===== src/rtl/mem_read_demux_pkg.sv =====
// Shared constants for the memory read distribution path.
package mem_demux_pkg;

    typedef enum logic {
        ST_IDLE = 1'b0,
        ST_WAIT = 1'b1
    } state_e;

    localparam logic DEST_MDR = 1'b0;
    localparam logic DEST_IR  = 1'b1;

    typedef enum logic [1:0] {
        ERR_NONE = 2'b00,
        ERR_SPUR = 2'b01,
        ERR_BUSY = 2'b10,
        ERR_TMO  = 2'b11
    } err_e;

    // Wait counter width; covers the full TIMEOUT range up to 255.
    localparam int unsigned CNT_W = 8;

endpackage


===== src/rtl/mem_read_demux_if.sv =====
// Request/response and register-handshake bundle between memory, demux and control unit.
interface mem_read_demux_if #(
    parameter int unsigned N = 32
) ();

    logic         req;
    logic         Sel;
    logic [N-1:0] mem_rdata;
    logic         mem_rvalid;
    logic         busy;
    logic [N-1:0] ir_out;
    logic         ir_valid;
    logic         ir_ack;
    logic [N-1:0] mdr_out;
    logic         mdr_valid;
    logic         mdr_ack;
    logic         err;
    logic [1:0]   err_code;

    modport master (
        output req, Sel, mem_rdata, mem_rvalid, ir_ack, mdr_ack,
        input  busy, ir_out, ir_valid, mdr_out, mdr_valid, err, err_code
    );

    modport slave (
        input  req, Sel, mem_rdata, mem_rvalid, ir_ack, mdr_ack,
        output busy, ir_out, ir_valid, mdr_out, mdr_valid, err, err_code
    );

endinterface


===== src/rtl/mem_read_demux_holding_reg.sv =====
// Holding register with valid/ack handshake; a write beats a same-cycle ack.
module holding_reg #(
    parameter int unsigned N = 32
) (
    input  logic         clk,
    input  logic         reset,
    input  logic         wr,
    input  logic [N-1:0] wdata,
    input  logic         ack,
    output logic [N-1:0] data,
    output logic         valid
);

    // Data/valid update: write sets, ack alone clears, ack on empty is harmless.
    always_ff @(posedge clk) begin
        if (reset) begin
            data  <= '0;
            valid <= 1'b0;
        end else if (wr) begin
            data  <= wdata;
            valid <= 1'b1;
        end else if (ack) begin
            valid <= 1'b0;
        end
    end

endmodule


===== src/rtl/mem_read_demux.sv =====
// Routes one outstanding memory read into IR or MDR and flags protocol violations.
module mem_read_demux
    import mem_demux_pkg::*;
#(
    parameter int unsigned N       = 32,
    parameter int unsigned TIMEOUT = 8
) (
    input  logic             clk,
    input  logic             reset,
    mem_read_demux_if.slave  bus
);

    localparam logic [CNT_W-1:0] CNT_LAST = CNT_W'(TIMEOUT - 1);

    state_e           state_q, state_d;
    logic             dest_q, dest_d;
    logic [CNT_W-1:0] cnt_q, cnt_d;
    logic             busy_q;
    logic             err_q, err_d;
    err_e             code_q, code_d;
    logic             ir_wr_c, mdr_wr_c;
    logic [N-1:0]     ir_data, mdr_data;
    logic             ir_vld, mdr_vld;

    // State, destination, wait counter and registered status outputs.
    always_ff @(posedge clk) begin
        if (reset) begin
            state_q <= ST_IDLE;
            dest_q  <= DEST_MDR;
            cnt_q   <= '0;
            busy_q  <= 1'b0;
            err_q   <= 1'b0;
            code_q  <= ERR_NONE;
        end else begin
            state_q <= state_d;
            dest_q  <= dest_d;
            cnt_q   <= cnt_d;
            busy_q  <= (state_d == ST_WAIT);
            err_q   <= err_d;
            code_q  <= code_d;
        end
    end

    // Next state: accept in IDLE, retire or chain a request on response, abort at deadline.
    always_comb begin
        state_d = state_q;
        dest_d  = dest_q;
        cnt_d   = cnt_q;
        case (state_q)
            ST_IDLE: begin
                if (bus.req) begin
                    state_d = ST_WAIT;
                    dest_d  = bus.Sel;
                    cnt_d   = '0;
                end
            end
            ST_WAIT: begin
                if (bus.mem_rvalid) begin
                    if (bus.req) begin
                        dest_d = bus.Sel;
                        cnt_d  = '0;
                    end else begin
                        state_d = ST_IDLE;
                    end
                end else if (cnt_q == CNT_LAST) begin
                    state_d = ST_IDLE;
                end else begin
                    cnt_d = cnt_q + CNT_W'(1);
                end
            end
            default: state_d = ST_IDLE;
        endcase
    end

    // Outputs: register write strobes and error events (timeout outranks req-while-busy).
    always_comb begin
        err_d    = 1'b0;
        code_d   = code_q;
        ir_wr_c  = 1'b0;
        mdr_wr_c = 1'b0;
        case (state_q)
            ST_IDLE: begin
                if (bus.mem_rvalid) begin
                    err_d  = 1'b1;
                    code_d = ERR_SPUR;
                end
            end
            ST_WAIT: begin
                if (bus.mem_rvalid) begin
                    ir_wr_c  = (dest_q == DEST_IR);
                    mdr_wr_c = (dest_q == DEST_MDR);
                end else if (cnt_q == CNT_LAST) begin
                    err_d  = 1'b1;
                    code_d = ERR_TMO;
                end else if (bus.req) begin
                    err_d  = 1'b1;
                    code_d = ERR_BUSY;
                end
            end
            default: ;
        endcase
    end

    holding_reg #(.N(N)) u_ir (
        .clk   (clk),
        .reset (reset),
        .wr    (ir_wr_c),
        .wdata (bus.mem_rdata),
        .ack   (bus.ir_ack),
        .data  (ir_data),
        .valid (ir_vld)
    );

    holding_reg #(.N(N)) u_mdr (
        .clk   (clk),
        .reset (reset),
        .wr    (mdr_wr_c),
        .wdata (bus.mem_rdata),
        .ack   (bus.mdr_ack),
        .data  (mdr_data),
        .valid (mdr_vld)
    );

    assign bus.busy      = busy_q;
    assign bus.err       = err_q;
    assign bus.err_code  = code_q;
    assign bus.ir_out    = ir_data;
    assign bus.ir_valid  = ir_vld;
    assign bus.mdr_out   = mdr_data;
    assign bus.mdr_valid = mdr_vld;

endmodule


===== src/flat_wrapper.sv =====
// flat-port wrapper written by rule: the top's interface ports become plain ports
module mem_read_demux_flat import mem_demux_pkg::*;
#(
    parameter int unsigned N       = 32,
    parameter int unsigned TIMEOUT = 8
)
  (clk, reset, bus_req, bus_Sel, bus_mem_rdata, bus_mem_rvalid, bus_ir_ack, bus_mdr_ack, bus_busy, bus_ir_out, bus_ir_valid, bus_mdr_out, bus_mdr_valid, bus_err, bus_err_code);
  mem_read_demux_if #(.N(N)) bus_i ();
  input  logic clk;
  input  logic reset;
  input wire logic [$bits(bus_i.req)-1:0] bus_req;
  input wire logic [$bits(bus_i.Sel)-1:0] bus_Sel;
  input wire logic [$bits(bus_i.mem_rdata)-1:0] bus_mem_rdata;
  input wire logic [$bits(bus_i.mem_rvalid)-1:0] bus_mem_rvalid;
  input wire logic [$bits(bus_i.ir_ack)-1:0] bus_ir_ack;
  input wire logic [$bits(bus_i.mdr_ack)-1:0] bus_mdr_ack;
  output wire logic [$bits(bus_i.busy)-1:0] bus_busy;
  output wire logic [$bits(bus_i.ir_out)-1:0] bus_ir_out;
  output wire logic [$bits(bus_i.ir_valid)-1:0] bus_ir_valid;
  output wire logic [$bits(bus_i.mdr_out)-1:0] bus_mdr_out;
  output wire logic [$bits(bus_i.mdr_valid)-1:0] bus_mdr_valid;
  output wire logic [$bits(bus_i.err)-1:0] bus_err;
  output wire logic [$bits(bus_i.err_code)-1:0] bus_err_code;
  assign bus_i.req = bus_req;
  assign bus_i.Sel = bus_Sel;
  assign bus_i.mem_rdata = bus_mem_rdata;
  assign bus_i.mem_rvalid = bus_mem_rvalid;
  assign bus_i.ir_ack = bus_ir_ack;
  assign bus_i.mdr_ack = bus_mdr_ack;
  assign bus_busy = bus_i.busy;
  assign bus_ir_out = bus_i.ir_out;
  assign bus_ir_valid = bus_i.ir_valid;
  assign bus_mdr_out = bus_i.mdr_out;
  assign bus_mdr_valid = bus_i.mdr_valid;
  assign bus_err = bus_i.err;
  assign bus_err_code = bus_i.err_code;
  mem_read_demux #(.N(N), .TIMEOUT(TIMEOUT)) u_core (.clk(clk), .reset(reset), .bus(bus_i));
endmodule

===== config.mk =====
export PLATFORM = sky130hd
export DESIGN_NAME = mem_read_demux_flat
export DESIGN_NICKNAME = d
export VERILOG_FILES = /design/src/rtl/mem_read_demux_pkg.sv /design/src/rtl/mem_read_demux_if.sv /design/src/rtl/mem_read_demux_holding_reg.sv /design/src/rtl/mem_read_demux.sv /design/src/flat_wrapper.sv
export SDC_FILE = /design/constraint.sdc
export NUM_CORES = 1
export LEC_CHECK = 0
export CORE_MARGIN = 1
export CORE_UTILIZATION = 44
export DETAILED_ROUTE_END_ITERATION = 8
export PLACE_DENSITY = 0.8
export SETUP_SLACK_MARGIN = 0.4
export SLEW_MARGIN = 30
export SYNTH_ARGS = -nofsm -noshare
export SYNTH_HDL_FRONTEND = slang
export SYNTH_SLANG_ARGS = --single-unit

===== constraint.sdc =====
create_clock -name clk -period 2.1 [get_ports clk]
set_clock_uncertainty 0.2 [all_clocks]
set_input_delay 0.21 -clock clk [delete_from_list [all_inputs] [get_ports clk]]
set_output_delay 0.21 -clock clk [all_outputs]
set_load 0.03 [all_outputs]

==> Yosys cells after proc, flatten, opt, wreduce, memory -nomap -nowiden <==
Index checks and enable logic that the tools add are counted.
Widths: inputs -> output; s select.
{ "op_classes": {"bitwise_logic": 2, "muxes": 28, "n_reduce_logical": 3, "eq_ne": 6, "n_addsub": 1} }
{ "ops": {"columns": ["op", "n"], "rows": [
  ["$mux 8", 3],
  ["$mux 1", 16],
  ["$pmux 8 s2", 1],
  ["$add 8x1->8 const B", 1],
  ["$eq 8x3->1 const B", 1],
  ["$mux 2", 4],
  ["$ne 2x2->1 const B", 3],
  ["$ne 3x3->1 const B", 2],
  ["$pmux 1 s2", 3],
  ["$pmux 2 s2", 1],
  ["$reduce_bool 2->1", 2],
  ["$reduce_and 3->1", 1],
  ["$not 1->1", 2]
]} }
{ "totals": {"ff_bits": 79} }

==> Logic depth before layout (Yosys ltp) <==
{ "depth": {"depth_word": 4, "ltp_mapped": 7, "mapped_depth_nobuf": 5} }

==> Modules after synthesis <==
From an unflattened synthesis, not the netlist that was laid out.
{ "hier_totals": {"hier_cells": 298, "area_unflattened_um2": 3135.5} }
{ "by_module_without_submodules": {"columns": ["mod", "area_per_inst_um2", "seq_area_each_um2", "n_inst", "cells_per_inst"], "rows": [
  ["holding_reg", 1204.9, 660.6, 2, 108],
  ["mem_read_demux", 725.7, 260.2, 1, 82]
]} }

==> Worst setup path before layout <==
Ideal clock, no wire load.
{ "synth_timing": {"path_kind": "reg-to-reg", "startpoint": "register, netlist name u_core.bus.busy", "endpoint": "register u_core.cnt_q[6]", "path_slack_ps": 173, "stages_incl_launch_ff": 6, "arrival_ps": 1652, "setup_ps": 75, "path_cell_list": "dfxtp_1 buf_4 nand2b_1 clkbuf_1 or4_2 a31oi_1"} }
{ "synth_lines": {"columns": ["element", "line", "source"], "rows": [
  ["to (signal assigned)", "mem_read_demux.sv:37", "cnt_q <= cnt_d;"],
  ["to (decl)", "mem_read_demux.sv:17", "logic [CNT_W-1:0] cnt_q, cnt_d;"]
]} }

==> Worst setup path in the final report <==
{ "layout_timing": {"startpoint": "register u_core.cnt_q[3]", "endpoint": "register u_core.cnt_q[3]"} }
{ "layout_between": {"elab_chain_len": 4} }
{ "layout_lines": {"columns": ["element", "line", "source"], "rows": [
  ["$add 8x1->8", "mem_read_demux.sv:68", "cnt_d = cnt_q + CNT_W'(1);"],
  ["$mux 8", "mem_read_demux.sv:65", "end else if (cnt_q == CNT_LAST) begin"],
  ["$mux 8", "mem_read_demux.sv:58", "if (bus.mem_rvalid) begin"],
  ["$pmux 8 s2", "mem_read_demux.sv:49", "case (state_q)"]
]} }
Several ways; a longest one is shown, not always the timed one. The select of a mux whose other input is x is not followed.
A chain may end at the register's enable or synchronous reset.

==> reports/results.txt <==
The run finished with clean final reports. Global routing finished with a remaining overflow of 0. Number of port buffers: 108. The delay of the slowest cell on the worst path came out at 0.54 ns. Setup repair after global routing could not meet its margin everywhere. The routed via count divided by cell count was 5.20. Timing analysis after detailed placement gives a worst setup slack of 0.114 ns. The min-delay analysis places its worst path in the category primary input to register.

The final weighted congestion in routability-driven placement was 0.915. The initial DRC count is 272. The area inside the core boundary was 6350 um^2. The logs give 0.000728 W for the net switching component of the power and 3 for the number of levels the H-tree was split into. For this run, the top clock speed supported by timing is 564 MHz.

Max-cap violations in this run came to 0. The worst-case IR drop observed on VDD is 0.454 mV. The worst setup path is of the register to register kind. Data on the critical path arrives at its endpoint at 1.80 ns. STA classifies the critical path endpoint as a register. The placed instance count is 535.

Maximum clock path buffer count: 2. The signal on the critical path passes through or4_4, nor3_4, buf_4, nor3_2, o221a_2. For this run, the number of Yosys warnings is 0. The count of antenna-violating nets left after detailed routing is 0, and the multi-input logic area is 1270 um^2. The tools report the DRC violations left as 0.

The number of inserted diodes is 0. The tools report the number of pins exceeding their max-slew limit in the final report as 0. The number of hold buffers added after CTS was 0. The HPWL after detailed placement is 5390 um. For this design the static power due to leakage is 1.92 nW. The tools report the total I/O pin count as 109. The most used flip-flop cell after synthesis is sky130_fd_sc_hd__dfxtp_1. The net count of the mapped netlist was 404; the mean cell area of the mapped netlist was 7.98 um^2.

The gate count of the mapped netlist is 364, and the share of power burned in registers is 49.8%. The final period utilization is 84.4%, and the flip-flop and latch count after synthesis is 79. Clock net sink count: 79. The first global-routing pass estimated 13,600 um of wire.

The share of total power dissipated in combinational logic is 10.9%. After routing, the total negative slack on setup checks comes to 0 ns. The via count of the first global-routing pass was 2,804; the source-to-sink clock delay at the later pin of the worst-skew pair was 0.34 ns. The tools report the initial core utilization as 45.7%. Tracing the worst setup path back leads to its startpoint at u_core.cnt_q[3]. Measured against its own limit, the worst slew margin works out to 74.3%. Entering global routing, the biggest net connects 40 pins. The mapped netlist covers 2900 um^2. In this run, the clock network consumes 39.3% of the power. For this run, the post-layout net count is 517. The area of all sequential standard cells was 1590 um^2.

In the layout the commonest cells are sky130_fd_sc_hd__nand2_1 (140), sky130_fd_sc_hd__dfxtp_1 (72), sky130_fd_sc_hd__a21oi_1 (71), sky130_fd_sc_hd__dlygate4sd2_1 (70), sky130_fd_sc_hd__clkdlybuf4s50_1 (37). The run gives 4120 um^2 as the post-placement cell area. The filler cells instantiated in the layout total 530. The average wire length per cell after detail routing was 14.5 um; the clock slew seen by the registers of the worst setup and hold paths was 0.07 ns. For the pin with the worst max-slew slack, the measured transition is 0.385 ns. TritonCTS built the clock tree.

X dimension of the die: 83.2 um. In this run the most critical hold path is launched from reset. The slowest stage of the critical path is the sky130_fd_sc_hd__or4_4 cell. Of the total power, the share spent switching nets is 23.3%.

For this design the ratio of total power to cell area is 717 nW/um^2. In the global route stage, overall resource usage came out at 24.5%. The final design area excluding fillers was 4370 um^2. STA classifies the critical path startpoint as a register.

The worst register-to-register path begins at u_core.cnt_q[3]. The clock period could shrink to 1.77 ns. The routed wire length came out at 8060 um.

Number of enable flip-flop cells after synthesis: 0. The library cell used most frequently in the layout, excluding fill and tap cells, is sky130_fd_sc_hd__nand2_1. For the TritonCTS buffer count, the log shows 9. For the required time of the critical path, the log shows 2.13 ns. The largest fanout of any net on the critical path is 3, and the number of unique standard cell types used by synthesis is 37. For this run, asynchronously set or reset flops after synthesis account for 0%.

The root cell of the clock tree was sky130_fd_sc_hd__clkbuf_8. The final-layout worst hold slack is 0.0466 ns, and the layout overhead on the synthesized area is 50.3%. Standard-cell row count: 29.

Cells with a size suffix above 1 make up 12.3% of the layout. From bottom edge to top edge, the die measures 83.2 um. The die covers 6930 um^2. The first-pass iteration count of the detailed router was 4; the design internal power was 0.00240 W. For this run, the register share of the synthesized area comes to 54.5%. The run gives 0.327 ns as the worst setup slack after layout. Setup violations remaining at the end of the flow were counted as 0. The number of standard cells in the final layout excluding fillers was 557; the number of antenna violations at the first check in global routing was 0.

The logs give 2,895 for the overall via count from detail_route and 0 for the count of final hold-check violations.
==> final cells by class <==
class | count | share of cell area (%)
multi-input combinational | 257 | 29.0
inverter | 4 | 0.344
timing repair buffer | 126 | 27.0
clock buffer | 11 | 3.47
sequential | 79 | 36.5
clock inverter | 3 | 1.52
tap | 77 | 2.21
==> synthesized netlist by cell type (2+ instances only) <==
master | count | area (um^2)
sky130_fd_sc_hd__clkbuf_1 | 20 | 75.1
sky130_fd_sc_hd__buf_2 | 2 | 10.0
sky130_fd_sc_hd__nand3_1 | 4 | 20.0
sky130_fd_sc_hd__nor2_1 | 5 | 18.8
sky130_fd_sc_hd__inv_1 | 4 | 15.0
sky130_fd_sc_hd__dfxtp_1 | 79 | 1580
sky130_fd_sc_hd__nand2b_1 | 3 | 18.8
sky130_fd_sc_hd__a21oi_1 | 72 | 360
sky130_fd_sc_hd__and3_1 | 2 | 12.5
sky130_fd_sc_hd__o21ai_0 | 3 | 15.0
sky130_fd_sc_hd__nor3_1 | 2 | 10.0
sky130_fd_sc_hd__and3_2 | 2 | 15.0
sky130_fd_sc_hd__nand2_1 | 142 | 533
==> power groups by stage <==
stage | clock [W] | sequential (W) | combinational (W)
2_1_floorplan | 0 | 0.00166 | 0.000104
3_3_place_gp | 0 | 0.00159 | 0.000356
3_5_place_dp | 0 | 0.00159 | 0.000357
4_1_cts | 0.00125 | 0.00156 | 0.000341
5_1_grt | 0.00133 | 0.00156 | 0.000367
6_report | 0.00123 | 0.00156 | 0.000342
==> worst paths after layout <==
| kind | end | slack [ns] | cells after the start |
|---|---|---|---|
| worst max-delay path | u_core.cnt_q[3] | 0.33 | 5 |
| worst min-delay path | u_core.cnt_q[0] | 0.05 | 2 |
| worst max register to register | u_core.cnt_q[3] | 0.33 | 5 |
| worst min register to register | u_core.u_mdr.data[20] | 0.25 | 2 |
==> worst max-delay path: cells and delay by family (launching register included) <==
| kind | cells | cell delay (ns) |
|---|---|---|
| simple gates | 3 | 0.76 |
| flops | 1 | 0.33 |
| compound gates | 1 | 0.21 |
| buf+inv | 1 | 0.17 |
==> cell families after synthesis <==
| kind of cell | after synthesis | share of synthesized area (%) |
|---|---|---|
| flops | 79 | 54.5 |
| buf+inv | 28 | 3.83 |
| simple gates | 170 | 24.7 |
| fa+ha+maj | 1 | 0.431 |
| compound gates | 86 | 16.5 |
==> state kept, by name (all words and copies together) (netlist names) <==
| name | count |
|---|---|
| u_core.dest_q | 1 |
| u_core.u_mdr.valid | 1 |
| u_core.bus.err_code | 2 |
| u_core.u_ir.valid | 1 |
| u_core.bus.err | 1 |
| u_core.cnt_q | 8 |
| u_core.u_mdr.data | 32 |
| u_core.bus.busy | 1 |
| u_core.u_ir.data | 32 |
==> timing repair <==
action,in CTS,in global routing
resized for setup,86,3
endpoints found under the setup margin,80,10
hold endpoints to repair,0,0
pin swaps,8,2
buffers inserted,8,0
==> metal layers <==
| layer | GRT usage (%) | wire [um] | vias up |
|---|---|---|---|
| met1 | 29.3 | 3370 | 1342 |
| met5 | 0 | 0 | - |
| met3 | 7.75 | 541 | 20 |
| met2 | 40.2 | 3940 | 110 |
| met4 | 11.3 | 216 | 0 |
| li1 | - | - | 1423 |
==> stage by stage <==
step | util, % | power, W
2_1_floorplan | - | 0.00176
3_3_place_gp | 64.8 | 0.00195
3_5_place_dp | 64.8 | 0.00195
4_1_cts | 68.7 | 0.00315
5_1_grt | 68.7 | 0.00326
6_report | 68.7 | 0.00313
(Power assumes the default switching activity.)
==> patch 1 (same settings) <==
The package constant `CNT_W` goes from 8 to 7.
--- a/src/rtl/mem_read_demux_pkg.sv
+++ b/src/rtl/mem_read_demux_pkg.sv
@@ -17,7 +17,7 @@
     } err_e;
 
     // Wait counter width; covers the full TIMEOUT range up to 255.
-    localparam int unsigned CNT_W = 8;
+    localparam int unsigned CNT_W = 7;
 
 endpackage
 
Formal check against the unedited RTL: same outputs for any inputs over 10 cycles, from zero or initial values and one cycle with reset high; that may be too few to reach the edited logic, so the function may still have changed.
==> patch 1 against the original RTL <==
Area after synthesis is 0.86% lower. Sequential cell count is 1 lower. Setup slack better by 0.10 ns. Hold slack better by 0.12 ns. Design area is 4.0% lower. Total power is 1.0% lower. Routed wire length is 9.5% lower. Critical path type unchanged.
==> patch 1: results (changes against the original RTL) <==
* Place WS at 0.0407 ns (was 0.114 ns)
* Biggest regs: u_core.u_ir.data x32, u_core.u_mdr.data x32, u_core.cnt_q x7 (was u_core.u_ir.data x32, u_core.u_mdr.data x32, u_core.cnt_q x8)
* R2r startpoint: u_core.cnt_q[4] (was u_core.cnt_q[3])
* Pint at 2.35 mW (was 2.40 mW)
* Status: finished, final reports clean (unchanged)
* Worst Hold Endpoint: u_core.u_mdr.data[1] (was u_core.cnt_q[0])
* Drt wl/cell at 13.4 um (was 14.5 um)
* Register area share after synthesis at 0.542 (was 0.545)
* First-pass GRT wire length at 12300 um (was 13600 um)
* WP data arrival at 1.67 ns (was 1.80 ns)
* Filler instances at 553 (was 530)
* Max VDD drop at 629 uV (was 454 uV)
* Largest cells by area after synthesis: dfxtp_1 54%, nand2_1 18%, a21oi_1 13% (was dfxtp_1 54%, nand2_1 18%, a21oi_1 12%)
* Drt pass-1 iters at 5 (was 4)
* Final setup margin at 0.432 ns (was 0.327 ns)
* Synth unique cells at 29 (was 37)
* Final #Nets at 503 (was 517)
* Vias in the first global route at 2625 (was 2804)
* GPL Wtd Cong at 0.754 (was 0.915)
* Dpl hpwl at 4930 um (was 5390 um)
* Worst-Margin Slew at 0.567 ns (was 0.385 ns)
* Post-placement cell area at 4020 sq um (was 4120 sq um)
* Starting DRT DRC Count at 135 (was 272)
* P_leak at 1.79 nW (was 1.92 nW)
* CP max stage delay at 0.59 ns (was 0.54 ns)
* Worst-case reg-to-reg path depth at 4 (was 5)
* Syn nets at 398 (was 404)
* Vias at 2737 (was 2895)
* Total Routing Usage GR at 0.222 (was 0.245)
[patch 1: cells by family (layout without fill, tap and decap cells)]
family          Yosys count  in the layout  share of synthesized area
xor+xnor                  1              1                    0.00304
compound gates           85             85                      0.163
simple gates            168            168                      0.244
buf+inv                  25            134                     0.0435
flops                    78             78                      0.542
fa+ha+maj                 1              1                    0.00435
[patch 1: through the flow]
step | hold slack, ns | std cells | util
5_1_grt | 0.183 | 544 | 0.660
3_3_place_gp | 0.241 | 528 | 0.633
3_5_place_dp | 0.247 | 528 | 0.633
6_report | 0.163 | 544 | 0.660
4_1_cts | 0.157 | 544 | 0.658
2_1_floorplan | 0.144 | 358 | -
[patch 1: repair_timing]
item,CTS,global route
buffers inserted,1,0
resized for setup,74,4
pin swaps,2,2
hold buffers,0,0
endpoints found under the setup margin,72,36
[patch 1: cell type report]
| cell class | count | area share |
|---|---|---|
| Clock buffer | 10 | 0.0329 |
| Clock inverter | 5 | 0.0197 |
| Inverter | 2 | 0.00179 |
| Multi-Input combinational cell | 255 | 0.291 |
| Sequential cell | 78 | 0.374 |
| Tap cell | 77 | 0.0230 |
| Timing Repair Buffer | 117 | 0.258 |
[patch 1: power by group through the flow]
stage               combinational (mW)  sequential, mW  clock (mW)
floorplan                        0.105            1.64           0
global placement                 0.348            1.57           0
detailed placement               0.351            1.57           0
CTS                              0.331            1.54        1.26
global route                     0.355            1.54        1.33
finish                           0.329            1.54        1.23
[patch 1: routing by layer]
metal	wire, um	share of wire
met5	0	0
met4	158	0.022
met3	545	0.075
met2	3560	0.49
met1	3030	0.42
[patch 1: worst max path at each step]
stage,end
floorplan,u_core.cnt_q[3]
global placement,u_core.cnt_q[0]
detailed placement,u_core.u_mdr.data[11]
CTS,u_core.u_mdr.data[11]
global route,u_core.bus.err_code[0]
finish,u_core.cnt_q[3]
==> patch 2 (config.mk and constraints unchanged) <==
Without the edit above. Make the reset (`reset`) asynchronous in 2 clocked blocks.
--- a/src/rtl/mem_read_demux_holding_reg.sv
+++ b/src/rtl/mem_read_demux_holding_reg.sv
@@ -12,7 +12,7 @@
 );
 
     // Data/valid update: write sets, ack alone clears, ack on empty is harmless.
-    always_ff @(posedge clk) begin
+    always_ff @(posedge clk or posedge reset) begin
         if (reset) begin
             data  <= '0;
             valid <= 1'b0;
--- a/src/rtl/mem_read_demux.sv
+++ b/src/rtl/mem_read_demux.sv
@@ -23,7 +23,7 @@
     logic             ir_vld, mdr_vld;
 
     // State, destination, wait counter and registered status outputs.
-    always_ff @(posedge clk) begin
+    always_ff @(posedge clk or posedge reset) begin
         if (reset) begin
             state_q <= ST_IDLE;
             dest_q  <= DEST_MDR;
Check against the original RTL: differs if reset is asserted again (counterexample within 4 cycles, from zero or initial values and one cycle with reset high); with reset held inactive, the same outputs for 10 cycles.
==> patch 2 against the original RTL <==
Fmax up 8.4%. Setup slack better by 0.14 ns. Design area up 3.5%. Area after synthesis up 6.9%. Global-route usage down 6.1 points. First-iteration DRC count down 94%. Highest routed layer unchanged. Sequential cell count unchanged. Largest cell class unchanged. Sequential share of layout area up 7.3 points. Hold slack better by 0.046 ns. Die area up 6.7%. Utilization down 2.2 points. Routed wire length down 21%.
Power is not compared: it rests on default switching activity, and its combinational part moved more than twofold at a synthesized area within 25%.
==> patch 2: results (changes against the original RTL) <==
* Worst reg2reg path endpoint: u_core.cnt_q[1] (was u_core.cnt_q[3])
* Dpl hpwl at 4380 um (was 5390 um)
* Filler instances at 545 (was 530)
* Async S/R FF share, synth at 1.00 (was 0)
* Largest net degree at the start of global routing at 34 (was 40)
* Register area share after synthesis at 0.637 (was 0.545)
* CP top delay family: flip-flops (was simple AND/OR/NAND/NOR gates)
* Final #Nets at 368 (was 517)
* Place WS at 0.172 ns (was 0.114 ns)
* Worst Hold Margin at 0.0925 ns (was 0.0466 ns)
* Status: finished, final reports clean (unchanged)
* First-pass GRT wire length at 10400 um (was 13600 um)
* Syn nets at 250 (was 404)
* Post-placement cell area at 4360 sq um (was 4120 sq um)
* Total Routing Usage GR at 0.184 (was 0.245)
* Largest cells by area after synthesis: dfrtp_1 64%, mux2_2 24%, o21ai_0 1.9% (was dfxtp_1 54%, nand2_1 18%, a21oi_1 12%)
* R2r startpoint: u_core.cnt_q[0] (was u_core.cnt_q[3])
* Minimum clock period at 1.64 ns (was 1.77 ns)
* Syn Area/Cell at 14.8 sq um (was 7.98 sq um)
* Flop-to-flop setup slack at 0.46 ns (was 0.33 ns)
* Final Non-Filler Cells at 429 (was 557)
* WP data arrival at 1.69 ns (was 1.80 ns)
* Post-synth top cells: 79 x dfrtp_1, 65 x mux2_2, 12 x o21ai_0 (was 142 x nand2_1, 79 x dfxtp_1, 72 x a21oi_1)
* Vias in the first global route at 2124 (was 2804)
* GPL Wtd Cong at 0.778 (was 0.915)
* Synth unique cells at 26 (was 37)
* Drt wl/cell at 14.8 um (was 14.5 um)
* Slowest stage cell, crit path: dfrtp_1 (was or4_4)
* Layout cells sized above 1 at 0.300 (was 0.123)
* FF/Latch Area at 1980 sq um (was 1590 sq um)
patch 2: layout make-up:
cell class,count,share of cell area
clock buffers,12,0.0321
well taps,96,0.0266
inverters,7,0.00665
clock inverters,4,0.0119
multi-input cells,115,0.241
flip-flops and latches,79,0.438
repair buffers,116,0.243
patch 2: logic make-up after synthesis:
family                   Yosys count  synth area share
AO/OA/AOI/OAI                     23            0.0436
XOR/XNOR                           1           0.00282
adder cells (fa/ha/maj)            1           0.00403
buffers and inverters             16            0.0230
flip-flops                        79             0.637
multiplexers                      67             0.242
AND/OR/NAND/NOR                   23            0.0472
patch 2: metal layers:
layer,track usage,routed length (um)
met4,0.0636,68
met5,0,0
met3,0.0616,443
met2,0.284,2960
met1,0.244,2880
patch 2: what timing repair did:
item,in CTS,in global routing
setup buffers,1,1
endpoints found under the hold margin,0,0
resized for setup,71,10
setup endpoints to repair,76,11
pin swaps,1,1
